### config.mk
export PLATFORM = sky130hd
export DESIGN_NAME = pc_sequencer_flat
export DESIGN_NICKNAME = d
export VERILOG_FILES = /design/src/rtl/pc_pkg.sv /design/src/rtl/pc_sequencer_if.sv /design/src/rtl/return_stack.sv /design/src/rtl/pc_sequencer.sv /design/src/flat_wrapper.sv
export SDC_FILE = /design/constraint.sdc
export NUM_CORES = 1
export LEC_CHECK = 0
export ABC_CLOCK_PERIOD_IN_PS = 17700
export BUFFER_PORTS_ARGS = -buffer_cell sky130_fd_sc_hd__buf_4
export CAP_MARGIN = 15
export CORE_MARGIN = 3
export CORE_UTILIZATION = 67
export CTS_CLUSTER_DIAMETER = 60
export DETAILED_ROUTE_END_ITERATION = 16
export PLACE_DENSITY = 0.88
export SYNTH_ARGS = -nofsm -noshare
export SYNTH_HDL_FRONTEND = slang
export SYNTH_SLANG_ARGS = --single-unit
export TNS_END_PERCENT = 1
### constraint.sdc
create_clock -name clk -period 17.7 [get_ports clk]
set_input_delay 2.655 -clock clk [delete_from_list [all_inputs] [get_ports clk]]
set_output_delay 2.655 -clock clk [all_outputs]
set_load 0.05 [all_outputs]
### src/rtl/pc_pkg.sv
// Shared definitions for the program-counter sequencer: control-op encodings
// and the interrupt vector address helper.
package pc_pkg;

  typedef enum logic [2:0] {
    OP_NEXT   = 3'd0,
    OP_HOLD   = 3'd1,
    OP_JUMP   = 3'd2,
    OP_BRANCH = 3'd3,
    OP_CALL   = 3'd4,
    OP_RET    = 3'd5,
    OP_RETI   = 3'd6,
    OP_FLUSH  = 3'd7
  } op_e;

  // Computed at full 64-bit width; callers truncate to their address width,
  // which gives the modulo-2^ADDR_W behaviour for free.
  function automatic logic [63:0] vector_addr(input int unsigned idx,
                                              input logic [63:0] base,
                                              input logic [63:0] stride);
    return base + 64'(idx) * stride;
  endfunction

endpackage

### src/rtl/pc_sequencer_if.sv
// Control/fetch-side bundle of the program-counter sequencer.
// The master is the decode/control unit; the slave is the sequencer.
interface pc_sequencer_if #(
  parameter int ADDR_W  = 32,
  parameter int NUM_IRQ = 4,
  parameter int DEPTH_W = 4
);
  import pc_pkg::*;

  logic               start;
  op_e                op;
  logic [ADDR_W-1:0]  target;
  logic               fetch_complete;
  logic [NUM_IRQ-1:0] irq;
  logic               irq_enable;

  logic [ADDR_W-1:0]  pc;
  logic [NUM_IRQ-1:0] irq_ack;
  logic               in_isr;
  logic [DEPTH_W-1:0] call_depth;
  logic [DEPTH_W-1:0] isr_depth;
  logic               stack_overflow;
  logic               stack_underflow;

  modport master (
    output start, op, target, fetch_complete, irq, irq_enable,
    input  pc, irq_ack, in_isr, call_depth, isr_depth,
           stack_overflow, stack_underflow
  );

  modport slave (
    input  start, op, target, fetch_complete, irq, irq_enable,
    output pc, irq_ack, in_isr, call_depth, isr_depth,
           stack_overflow, stack_underflow
  );

endinterface

### src/rtl/return_stack.sv
// LIFO of return addresses. Push on full and pop on empty are ignored; the
// caller owns fault reporting. A synchronous clear empties the stack.
module return_stack #(
  parameter int WIDTH = 32,
  parameter int DEPTH = 8,
  localparam int AW   = $clog2(DEPTH),
  localparam int CW   = AW + 1
) (
  input  logic             clk,
  input  logic             reset,
  input  logic             clear,
  input  logic             push,
  input  logic             pop,
  input  logic [WIDTH-1:0] din,
  output logic [WIDTH-1:0] dout,
  output logic [CW-1:0]    depth,
  output logic             full,
  output logic             empty
);

  logic [WIDTH-1:0] mem [DEPTH];
  logic [CW-1:0]    count;
  logic [CW-1:0]    count_m1;

  assign full     = (count == CW'(DEPTH));
  assign empty    = (count == '0);
  assign depth    = count;
  assign count_m1 = count - CW'(1);
  assign dout     = mem[count_m1[AW-1:0]];

  // NOTE: the storage array has no reset; only the occupancy counter does, so
  // the array maps onto plain RAM/flops without a reset network.
  always_ff @(posedge clk) begin
    if (push && !full && !clear) begin
      mem[count[AW-1:0]] <= din;
    end
  end

  // NOTE: sequential state is always written with non-blocking assignments so
  // every register samples pre-edge values regardless of block ordering.
  always_ff @(posedge clk or posedge reset) begin
    if (reset) begin
      count <= '0;
    end else if (clear) begin
      count <= '0;
    end else if (push && !full) begin
      count <= count + CW'(1);
    end else if (pop && !empty) begin
      count <= count - CW'(1);
    end
  end

endmodule

### src/rtl/pc_sequencer.sv
// Program-counter sequencer: prioritised interrupt entry, control-op next-pc
// selection, separate call/ISR return stacks and sticky stack-fault flags.
module pc_sequencer
  import pc_pkg::*;
#(
  parameter int                ADDR_W      = 32,
  parameter int                STACK_DEPTH = 8,
  parameter int                NUM_IRQ     = 4,
  parameter logic [ADDR_W-1:0] VEC_BASE    = 'h80,
  parameter logic [ADDR_W-1:0] VEC_STRIDE  = 'h80,
  localparam int               DEPTH_W     = $clog2(STACK_DEPTH) + 1,
  localparam int               IDX_W       = (NUM_IRQ > 1) ? $clog2(NUM_IRQ) : 1
) (
  input logic           clk,
  input logic           reset,
  pc_sequencer_if.slave bus
);

  logic [ADDR_W-1:0]  pc_q;
  logic [NUM_IRQ-1:0] ack_q;
  logic               ovf_q;
  logic               udf_q;

  logic [ADDR_W-1:0]  call_top;
  logic [ADDR_W-1:0]  isr_top;
  logic [DEPTH_W-1:0] call_cnt;
  logic [DEPTH_W-1:0] isr_cnt;
  logic               call_full, call_empty;
  logic               isr_full, isr_empty;

  logic [NUM_IRQ-1:0] eligible;
  logic               take_irq;
  logic [IDX_W-1:0]   irq_idx;
  logic [ADDR_W-1:0]  vec_pc;
  logic [ADDR_W-1:0]  pc_inc;
  logic [ADDR_W-1:0]  ret_addr;

  logic [ADDR_W-1:0]  pc_next;
  logic [NUM_IRQ-1:0] ack_next;
  logic               call_push, call_pop;
  logic               isr_push, isr_pop;
  logic               set_ovf, set_udf;

  // Line 0 is non-maskable and nests; the others need the global enable and
  // an idle ISR stack.
  always_comb begin
    eligible = '0;
    for (int i = 0; i < NUM_IRQ; i++) begin
      if (i == 0) eligible[i] = bus.irq[i];
      else        eligible[i] = bus.irq[i] && bus.irq_enable && isr_empty;
    end
  end

  // NOTE: every variable assigned in an always_comb gets a default first, so
  // no path through the block leaves it unassigned and no latch is inferred.
  always_comb begin
    take_irq = 1'b0;
    irq_idx  = '0;
    for (int i = NUM_IRQ - 1; i >= 0; i--) begin
      if (eligible[i]) begin
        take_irq = 1'b1;
        irq_idx  = IDX_W'(i);
      end
    end
  end

  assign vec_pc   = ADDR_W'(vector_addr(32'(irq_idx), 64'(VEC_BASE), 64'(VEC_STRIDE)));
  assign pc_inc   = pc_q + ADDR_W'(1);
  assign ret_addr = bus.fetch_complete ? pc_inc : pc_q;

  always_comb begin
    pc_next   = pc_q;
    ack_next  = '0;
    call_push = 1'b0;
    call_pop  = 1'b0;
    isr_push  = 1'b0;
    isr_pop   = 1'b0;
    set_ovf   = 1'b0;
    set_udf   = 1'b0;

    if (bus.start) begin
      pc_next = '0;
    end else if (take_irq) begin
      isr_push          = 1'b1;
      set_ovf           = isr_full;
      pc_next           = vec_pc;
      ack_next[irq_idx] = 1'b1;
    end else begin
      unique case (bus.op)
        OP_NEXT:   if (bus.fetch_complete) pc_next = pc_inc;
        OP_HOLD:   pc_next = pc_q;
        OP_JUMP:   pc_next = bus.target;
        OP_BRANCH: pc_next = pc_q + bus.target;
        OP_CALL: begin
          call_push = 1'b1;
          set_ovf   = call_full;
          pc_next   = bus.target;
        end
        OP_RET: begin
          if (call_empty) set_udf = 1'b1;
          else begin
            call_pop = 1'b1;
            pc_next  = call_top;
          end
        end
        OP_RETI: begin
          if (isr_empty) set_udf = 1'b1;
          else begin
            isr_pop = 1'b1;
            pc_next = isr_top;
          end
        end
        OP_FLUSH:  pc_next = '0;
        default:   pc_next = pc_q;
      endcase
    end
  end

  always_ff @(posedge clk or posedge reset) begin
    if (reset) begin
      pc_q  <= '0;
      ack_q <= '0;
      ovf_q <= 1'b0;
      udf_q <= 1'b0;
    end else if (bus.start) begin
      pc_q  <= '0;
      ack_q <= '0;
      ovf_q <= 1'b0;
      udf_q <= 1'b0;
    end else begin
      pc_q  <= pc_next;
      ack_q <= ack_next;
      ovf_q <= ovf_q | set_ovf;
      udf_q <= udf_q | set_udf;
    end
  end

  return_stack #(.WIDTH(ADDR_W), .DEPTH(STACK_DEPTH)) u_call_stack (
    .clk   (clk),
    .reset (reset),
    .clear (bus.start),
    .push  (call_push),
    .pop   (call_pop),
    .din   (pc_inc),
    .dout  (call_top),
    .depth (call_cnt),
    .full  (call_full),
    .empty (call_empty)
  );

  return_stack #(.WIDTH(ADDR_W), .DEPTH(STACK_DEPTH)) u_isr_stack (
    .clk   (clk),
    .reset (reset),
    .clear (bus.start),
    .push  (isr_push),
    .pop   (isr_pop),
    .din   (ret_addr),
    .dout  (isr_top),
    .depth (isr_cnt),
    .full  (isr_full),
    .empty (isr_empty)
  );

  assign bus.pc              = pc_q;
  assign bus.irq_ack         = ack_q;
  assign bus.in_isr          = !isr_empty;
  assign bus.call_depth      = call_cnt;
  assign bus.isr_depth       = isr_cnt;
  assign bus.stack_overflow  = ovf_q;
  assign bus.stack_underflow = udf_q;

endmodule

### src/flat_wrapper.sv
// flat-port wrapper written by rule: the top's interface ports become plain ports
module pc_sequencer_flat import pc_pkg::*;
#(
  parameter int                ADDR_W      = 32,
  parameter int                STACK_DEPTH = 8,
  parameter int                NUM_IRQ     = 4,
  parameter logic [ADDR_W-1:0] VEC_BASE    = 'h80,
  parameter logic [ADDR_W-1:0] VEC_STRIDE  = 'h80,
  localparam int               DEPTH_W     = $clog2(STACK_DEPTH) + 1,
  localparam int               IDX_W       = (NUM_IRQ > 1) ? $clog2(NUM_IRQ) : 1
)
  (clk, reset, bus_start, bus_op, bus_target, bus_fetch_complete, bus_irq, bus_irq_enable, bus_pc, bus_irq_ack, bus_in_isr, bus_call_depth, bus_isr_depth, bus_stack_overflow, bus_stack_underflow);
  pc_sequencer_if #(.ADDR_W(ADDR_W), .NUM_IRQ(NUM_IRQ), .DEPTH_W((4))) bus_i ();
  input logic clk;
  input logic reset;
  input wire logic [$bits(bus_i.start)-1:0] bus_start;
  input wire logic [$bits(bus_i.op)-1:0] bus_op;
  input wire logic [$bits(bus_i.target)-1:0] bus_target;
  input wire logic [$bits(bus_i.fetch_complete)-1:0] bus_fetch_complete;
  input wire logic [$bits(bus_i.irq)-1:0] bus_irq;
  input wire logic [$bits(bus_i.irq_enable)-1:0] bus_irq_enable;
  output wire logic [$bits(bus_i.pc)-1:0] bus_pc;
  output wire logic [$bits(bus_i.irq_ack)-1:0] bus_irq_ack;
  output wire logic [$bits(bus_i.in_isr)-1:0] bus_in_isr;
  output wire logic [$bits(bus_i.call_depth)-1:0] bus_call_depth;
  output wire logic [$bits(bus_i.isr_depth)-1:0] bus_isr_depth;
  output wire logic [$bits(bus_i.stack_overflow)-1:0] bus_stack_overflow;
  output wire logic [$bits(bus_i.stack_underflow)-1:0] bus_stack_underflow;
  assign bus_i.start = bus_start;
  assign bus_i.op = bus_op;
  assign bus_i.target = bus_target;
  assign bus_i.fetch_complete = bus_fetch_complete;
  assign bus_i.irq = bus_irq;
  assign bus_i.irq_enable = bus_irq_enable;
  assign bus_pc = bus_i.pc;
  assign bus_irq_ack = bus_i.irq_ack;
  assign bus_in_isr = bus_i.in_isr;
  assign bus_call_depth = bus_i.call_depth;
  assign bus_isr_depth = bus_i.isr_depth;
  assign bus_stack_overflow = bus_i.stack_overflow;
  assign bus_stack_underflow = bus_i.stack_underflow;
  pc_sequencer #(.ADDR_W(ADDR_W), .STACK_DEPTH(STACK_DEPTH), .NUM_IRQ(NUM_IRQ), .VEC_BASE(VEC_BASE), .VEC_STRIDE(VEC_STRIDE)) u_core (.clk(clk), .reset(reset), .bus(bus_i));
endmodule
# Word level (Yosys, flattened, before mapping)
# Memories as Yosys holds them, arrays and structs flattened.
# Cells that the tools add are included.
dict set report op_classes {
  n_addsub 7
  n_mul 0
  n_div 0
  magnitude_cmp 2
  n_eq_ne 12
  shifts 0
  n_mux 51
  bitwise_logic 2
  n_reduce_logical 25
}
# op count
set ops {}
lappend ops {{$pmux W32 S6} 1}
lappend ops {{$mux W32} 5}
lappend ops {{$add A32 B1 Y32 const B} 1}
lappend ops {{$add A32 B32 Y32} 1}
lappend ops {{$mux W4} 8}
lappend ops {{$mux W1} 31}
lappend ops {{$logic_and A1 B1 Y1} 13}
lappend ops {{$eq A3 B3 Y1 const B} 4}
lappend ops {{$add A8 B9 Y10 const A} 1}
lappend ops {{$add A4 B1 Y4 const B} 2}
lappend ops {{$eq A4 B4 Y1 const B} 2}
lappend ops {{$logic_not A4 Y1} 2}
lappend ops {{$mux W2} 4}
lappend ops {{$sub A4 B1 Y4 const B} 2}
lappend ops {{$eq A3 B2 Y1 const B} 2}
lappend ops {{$reduce_bool A3 Y1} 2}
lappend ops {{$logic_not A1 Y1} 5}
lappend ops {{$ne A4 B3 Y1 const B} 1}
lappend ops {{$ne A4 B4 Y1 const B} 1}
lappend ops {{$eq A3 B1 Y1 const B} 1}
lappend ops {{$logic_not A3 Y1} 1}
lappend ops {{$lt A2 B3 Y1 const B} 1}
lappend ops {{$ne A3 B2 Y1 const B} 1}
lappend ops {{$reduce_and A3 Y1} 1}
lappend ops {{other kinds (5)} 6}
dict set report word_totals {
  regBits 46
  latchBits 0
  ramBits 512
  romBits 0
  in_bits 44
  output_inout_bits 47
  word_cells 107
  mem_count 2
}
# memory depth width read_ports rd_clocked_by_memory_dff wr line_no
set memory_table {}
lappend memory_table {u_core.u_call_stack.mem 8 32 1 0 1 return_stack.sv:21} ;# logic [WIDTH-1:0] mem [DEPTH];
lappend memory_table {u_core.u_isr_stack.mem 8 32 1 0 1 return_stack.sv:21}

# Longest topological paths before layout
# Gate-level depths: netlist of run 1.
dict set report logic_depth {
  ltp_word 12
  ltp_mapped 15
  mapped_depth_nobuf 11
}

# Hierarchy
# From an unflattened synthesis of run 1, not the netlist that was laid out.
dict set report hier_totals {
  cells_unflattened 1635
  area_unflattened_um2 25833.5
}
# mod instances cells_each area_per_inst_um2 seq_area_each_um2
set modules_own_cells {}
lappend modules_own_cells {{return_stack (u_core.u_isr_stack)} 1 428 10142.2 7787.5}
lappend modules_own_cells {{return_stack (u_core.u_call_stack)} 1 426 10126.0 7787.5}
lappend modules_own_cells {pc_sequencer 1 781 5565.3 950.9}

# Least setup slack after synthesis of run 1
# OpenSTA, ideal clock, no wires.
dict set report synth_path {
  path_kind {input -> register}
  from {in bus_irq[1]}
  to {mem u_core.u_call_stack.mem[0][0], enable pin}
  setup_time_ns 0.461
  arrival_ns 6.582
  required_ns 17.239
  setup_slack_ns 10.657
  stages 6
  n_path_buf 1
  cell_sequence {or3_1 a31o_2 clkbuf_1 nor4b_1 nand2_1 nor3_1}
}
dict set report synth_via {
  elab_chain_cells 10
}
# item line_no
set synth_lines {}
lappend synth_lines {{start, declared} flat_wrapper.sv:20} ;# input wire logic [$bits(bus_i.irq)-1:0] bus_irq;
lappend synth_lines {{$logic_and A1 B1 Y1 (2 in a row)} pc_sequencer.sv:50} ;# else eligible[i] = bus.irq[i] && bus.irq_enable && isr_empty;
lappend synth_lines {{$mux W1 (2 in a row)} pc_sequencer.sv:60} ;# if (eligible[i]) begin
lappend synth_lines {{$mux W1} pc_sequencer.sv:83} ;# end else if (take_irq) begin
lappend synth_lines {{$mux W1} pc_sequencer.sv:81} ;# if (bus.start) begin
lappend synth_lines {{$logic_and A1 B1 Y1 (2 in a row)} return_stack.sv:34} ;# if (push && !full && !clear) begin
lappend synth_lines {{$mux W1} return_stack.sv:34}
lappend synth_lines {{$mux W1 (not written as such)} return_stack.sv:35} ;# mem[count[AW-1:0]] <= din;
lappend synth_lines {{end, declared} return_stack.sv:21}
# Every way passes these cells.

# Final worst setup path of run 1
dict set report layout_path {
  from {in bus_irq[1]}
  to {mem u_core.u_call_stack.mem[0][19], enable pin}
}
# The elaborated chain is that of the path after synthesis.

==> reports/metrics.yaml, run 1 <==
outcome: "completed"
worstHoldStart: "u_core.bus.stack_overflow"
synth.largest_area_cell: "edfxtp_1"
synth_fp_nets: 1775
synth_top_flop_cell: "edfxtp_1"
power.internal_w: 0.00239
fin_nets: 1844
synth_cells: 1692
cts_made_buffers: 54
ctsHoldBuffers: 0
timing.critical_path.mode_cell: "buf_4"
endpoint_kind: "flop"
rsz0062_at_grt: "no"
cp_max_fo: 21
yosys.area.top_type_share_pct: 60.4
core_area_sq_um: 37000
gp_congestion: 0.934
via_per_inst: 7.25
startpoint: "bus_irq[1]"
top_layer_used: "met4"
yosys_warnings: 0
register_area_sq_um: 16500
min_period_ns: 6.04
die_w_um: 201
io_buffers: 90
drc: 0
fill_cells: 2056
met2_length_mm: 33.0
path_cells: "buf_4, or3_1, a31o_2, nor4b_1, nand2_1, nor3_2, buf_4"
htreeDepth: 2
slowest_stage: "nor3_2"
rows: 70
routed_wl_mm: 69.9
path_buf_inv: 2
yosys-top-cells-area: "edfxtp_1 (60%), mux4_2 (11%), dfrtp_1 (4.5%)"
fmax_mhz: 166
cts.sinks: 558
post_cts_resized: 0
power_frac_seq_pct: 47.1
avgSynthCellArea_sq_um: 15.0
insertion_delay_ns: 0.61
setup-violations-final: 0
yosysSeqAreaShare_pct: 65.0
r2r_end: "u_core.u_call_stack.mem[0][19]"
switching_share_pct: 26.5
grt_use_total_pct: 34.9
reg2regPathDepth: 8
holdPathStages: 2
slowest_delay_ns: 0.93
grt_pass1_wl_mm: 105
hold_viol_final: 0
multi_input_area_sq_um: 8570
wl_met3_mm: 7.99
syn_area_sq_um: 25400
powerDensity_nw_per_um2: 114
synth.area.mux_share_pct: 13.5
min_to: "u_core.bus.stack_overflow"
yosys.area_share.simple_pct: 7.19
grt_pass1_vias: 16800
synth_fa_ha_area_share_pct: 1.99
critPathTopFamily: "simple AND/OR/NAND/NOR gates"
path_clk_slew_ns: 0.06
maxCapViolations: 0
maxSlewHeadroom_pct: 18.1
cts_buffer_depth: 3
synth_top_family_by_area: "multiplexers"
irDropWorstVdd_mv: 0.179
synth_xor_area_share_pct: 2.96
detail_route.wirelength.met1_mm: 24.0
drtIter0Drc: 2762
synth-edff-count: 512
worst_slew_pin_slew_ns: 1.22
worstSetupStartpointType: "input port"
cts_setup_buffers: 0
criticalPathCategory: "in2reg"
ant_nets: 0
antenna_found_initial: 0
hold-worst-slack_ns: 0.533
synth-compound-area-share_pct: 7.39
n_antenna_cell: 0
final.setup.tns_ns: 0
fin_skew_ns: 0.0166
total_leakage_power_nw: 10.0
cts_tree: "built"
crit_required_ns: 17.95
reg2reg_from: "u_core.u_isr_stack.depth[0]"
num_vias: 16700
clock_power_share_pct: 36.3
cts_root_buffer: "clkbuf_16"
synth_seq_cells: 558
hp-class: "reg2reg"
worstPathArrival_ns: 6.30
p_sw_w: 0.000861
hpwl_mm: 42.1
final_layout_size_suffix_gt1_share_pct: 20.5
grt_max_degree: 68
maxSlewViolCount: 0
area_growth_pct: 12.1
reg2reg_setup_slack_ns: 12.91
wl_per_cell_um: 30.3
fp.dieH_um: 201
grt_overflow: 0
initial_core_util_pct: 68.7
power.share.combinational_pct: 16.6
io-pin-count: 91
finalPower_w: 0.00325
synth_cell_type_count: 70
die-area_sq_um: 40300
async_reset_ff_share_pct: 8.24
firstDrtPassIters: 9
min_period_over_period_pct: 34.1
-- per-stage QoR --
step / instances / util, % / area (sq um) / worst slack (ns)
finish: 2307 / 77.0 / 28500 / 11.66
detailed placement: 2208 / 72.1 / 26700 / 11.09
global placement: 2208 / 72.1 / 26700 / 11.28
floorplan: 1692 / - / 25400 / 10.66
global route: 2307 / 77.0 / 28500 / 11.35
CTS: 2306 / 76.9 / 28500 / 11.70
-- sequential cells by signal, summed over array words and instances (netlist names) --
register and cells:
u_core.bus.irq_ack 4, u_core.u_isr_stack.depth 4, u_core.bus.stack_overflow 1, u_core.bus.stack_underflow 1
u_core.u_call_stack.mem 256, u_core.u_isr_stack.mem 256, u_core.bus.pc 32, u_core.u_call_stack.depth 4
-- cell type report --
cell class              instances  area share (%)
clock buffers                  67            5.13
clock inverters                31            1.21
inverters                      27           0.355
multi-input cells            1004            30.0
flip-flops and latches        558            58.0
well taps                     504            2.21
repair buffers                116            3.10
-- cell usage in the layout (no fill, tap or decap), types with 7 or more instances in the layout --
master,instances
clkinv_2,8
inv_1,24
o21a_1,8
clkbuf_16,57
nor3_1,27
dfrtp_1,44
nor2b_1,16
nand3_1,29
xor2_1,31
ha_1,36
mux2i_1,41
mux2_2,13
nand4_1,22
o22ai_1,9
mux4_2,128
o21ai_0,79
o211ai_1,8
edfxtp_1,512
xnor2_1,53
a31oi_1,14
nor2_4,9
buf_4,115
o221ai_1,21
bufinv_16,8
nor3_2,7
a21o_1,19
clkbuf_1,10
nor2_1,71
clkinv_1,14
nand2b_1,13
nand2_1,146
a21oi_1,110
-- metal layers --
layer | track usage (%) | up-vias
li1 | - | 6769
met4 | 18.2 | 0
met3 | 8.17 | 365
met1 | 46.3 | 8182
met5 | 0 | -
met2 | 54.9 | 1408
-- cell families (layout without fill, tap and decap cells) --
logic type	count (synthesis)	count (layout)
adder cells (fa/ha/maj)	40	40
multiplexers	182	182
buffers and inverters	130	241
AND/OR/NAND/NOR	387	387
flip-flops	558	558
AO/OA/AOI/OAI	309	309
XOR/XNOR	86	86
-- power groups by stage --
| stage | Sequential (W) | Combinational, W | Clock, W |
|---|---|---|---|
| 2_1_floorplan | 0.00156 | 0.000348 | 0 |
| 3_3_place_gp | 0.00155 | 0.000514 | 0 |
| 3_5_place_dp | 0.00155 | 0.000524 | 0 |
| 4_1_cts | 0.00153 | 0.000535 | 0.00119 |
| 5_1_grt | 0.00153 | 0.000573 | 0.00124 |
| 6_report | 0.00153 | 0.000540 | 0.00118 |
-- synthesized netlist by cell type, types with 6 or more instances --
cell,number
a211oi_1,6
a21o_1,19
a21oi_1,110
a31oi_1,14
buf_1,25
buf_2,11
clkbuf_1,65
dfrtp_1,46
edfxtp_1,512
ha_1,38
inv_1,25
mux2_2,13
mux2i_1,41
mux4_2,128
nand2_1,146
nand2b_1,13
nand3_1,30
nand4_1,22
nor2_1,80
nor2b_1,16
nor3_1,34
o211ai_1,8
o21a_1,8
o21ai_0,79
o221ai_1,21
o22ai_1,9
or2_2,6
xnor2_1,53
xor2_1,33
-- how the worst max path moves through the flow --
stage                                endpoint  slack (ns)  depth (start not counted)
2_1_floorplan   u_core.u_call_stack.mem[0][0]       10.66                          6
3_3_place_gp   u_core.u_call_stack.mem[0][12]       11.28                          7
3_5_place_dp   u_core.u_call_stack.mem[0][14]       11.09                          7
4_1_cts        u_core.u_call_stack.mem[0][17]       11.70                          7
5_1_grt        u_core.u_call_stack.mem[0][19]       11.35                          7
6_report       u_core.u_call_stack.mem[0][19]       11.66                          7
-- worst min-delay path: cells and delay by family (launching register included) --
kind / cells / cell delay [ns]
AND/OR/NAND/NOR: 2 / 0.13
flip-flops: 1 / 0.36
(Power assumes the default switching activity.)
==> inputs of run 2 (changes only) <==
Settings changed: ABC_CLOCK_PERIOD_IN_PS 17700 to 6300, CORE_UTILIZATION 67 to 62, PLACE_DENSITY 0.88 to 0.83.
Clock period 17.7 ns to 6.3 ns, I/O delays scaled along.
==> reports/metrics.yaml, run 2 (synthesis results as in run 1) <==
die_w_um: 209
slowest_delay_ns: 0.88
criticalPathCategory: "reg2reg"
ant_nets: 0
worst_slew_pin_slew_ns: 1.09
num_vias: 16200
timing.critical_path.mode_cell: "buf_4"
fmax_mhz: 215
cp_max_fo: 37
cts_root_buffer: "clkbuf_16"
fp.dieH_um: 209
grt_max_degree: 58
hold_viol_final: 0
maxSlewHeadroom_pct: 27.2
met2_length_mm: 32.7
cts_buffer_depth: 3
area_growth_pct: 12.7
htreeDepth: 2
worstPathArrival_ns: 4.94
dp_slack_ns: 1.65
rsz0062_at_grt: "no"
maxSlewViolCount: 0
cts.sinks: 558
worstSetupStartpointType: "flop"
outcome: "completed"
reg2reg_setup_slack_ns: 1.65
final_cell_mix: "edfxtp_1 (512), nand2_1 (146), mux4_2 (128)"
path_cells: "inv_1, ha_2, nor3b_1, buf_4, a31o_2, nor4b_1, nand2_1, nor2_4, buf_4"
detail_route.wirelength.met1_mm: 25.4
hpwl_mm: 41.6
top_layer_used: "met4"
antenna_found_initial: 0
total_leakage_power_nw: 10.0
io_buffers: 90
final.setup.worst_slack_ns: 1.65
firstDrtPassIters: 6
maxCapViolations: 0
cts_setup_buffers: 0
path_clk_slew_ns: 0.07
min_period_ns: 4.65
rows: 73
slowest_stage: "dfrtp_4"
final.setup.tns_ns: 0
irDropWorstVdd_mv: 0.379
post_cts_resized: 0
drc: 0
wl_per_cell_um: 29.0
grt_overflow: 0
n_antenna_cell: 0
insertion_delay_ns: 0.60
hp-class: "reg2reg"
powerDensity_nw_per_um2: 320
grt_pass1_wl_mm: 102
io-pin-count: 91
initial_core_util_pct: 63.4
cts_tree: "built"
setup-violations-final: 0
ctsHoldBuffers: 0
grt_pass1_vias: 16200
min_period_over_period_pct: 73.8
routed_wl_mm: 67.6
crit_required_ns: 6.59
fin_nets: 1850
final_layout_size_suffix_gt1_share_pct: 21.2
drtIter0Drc: 2271
wl_met3_mm: 6.60
gp_congestion: 0.961
final_common_cell: "edfxtp_1"
die-area_sq_um: 43500
grt_use_total_pct: 31.2
via_per_inst: 6.95
fin_skew_ns: 0.0176
core_area_sq_um: 40100
cts_made_buffers: 55
endpoint_kind: "flop"
## run 2: critical path, delay by kind of cell (launching register included)
kind	cells	cell delay, ns
fa+ha+maj	1	0.28
compound gates	1	0.32
flops	1	0.88
buf+inv	3	0.67
simple gates	4	2.18
## run 2: through the flow
step	util, %	hold WS (ns)	instance area, sq um	total power (W)	instances
final	71.5	0.526	28700	0.00918	2335
after CTS	71.4	0.519	28600	0.00919	2333
after detailed placement	66.8	0.493	26800	0.00584	2233
after global routing	71.5	0.577	28700	0.00945	2335
after global placement	66.7	0.510	26800	0.00581	2232
after floorplan	-	0.788	25400	0.00535	1692
## run 2: layout make-up
cell class                 instances  area (sq um)
fill                            2451         11400
tap                              525           657
sequential                       558         16500
multi-input combinational       1004          8580
clock inverter                    34           394
inverter                          27           101
timing repair buffer             121           937
clock buffer                      66          1460
## run 2: layer usage
layer	track usage, %	up-vias
met5	0	-
met4	13.0	0
met3	5.68	184
met2	49.5	1131
met1	43.4	8120
li1	-	6798
## run 2: path summary, 6_finish.rpt
path	from	to	depth (start not counted)
hold reg to reg	u_core.bus.stack_underflow	u_core.bus.stack_underflow	2
max in group asynchronous	reset	u_core.u_isr_stack.depth[0]	3
setup / recovery	u_core.u_isr_stack.depth[0]	u_core.u_call_stack.mem[7][16]	9
hold / removal	u_core.bus.stack_underflow	u_core.bus.stack_underflow	2
setup reg to reg	u_core.u_isr_stack.depth[0]	u_core.u_call_stack.mem[7][16]	9
min in group asynchronous	reset	u_core.bus.stack_overflow	3
## run 2: power by group
| group | internal [W] | leakage [nW] | switching, W | total (W) |
|---|---|---|---|---|
| Clock | 0.00198 | 0.899 | 0.00139 | 0.00338 |
| Combinational | 0.000566 | 3.79 | 0.000932 | 0.00150 |
| Sequential | 0.00419 | 5.35 | 0.000118 | 0.00430 |
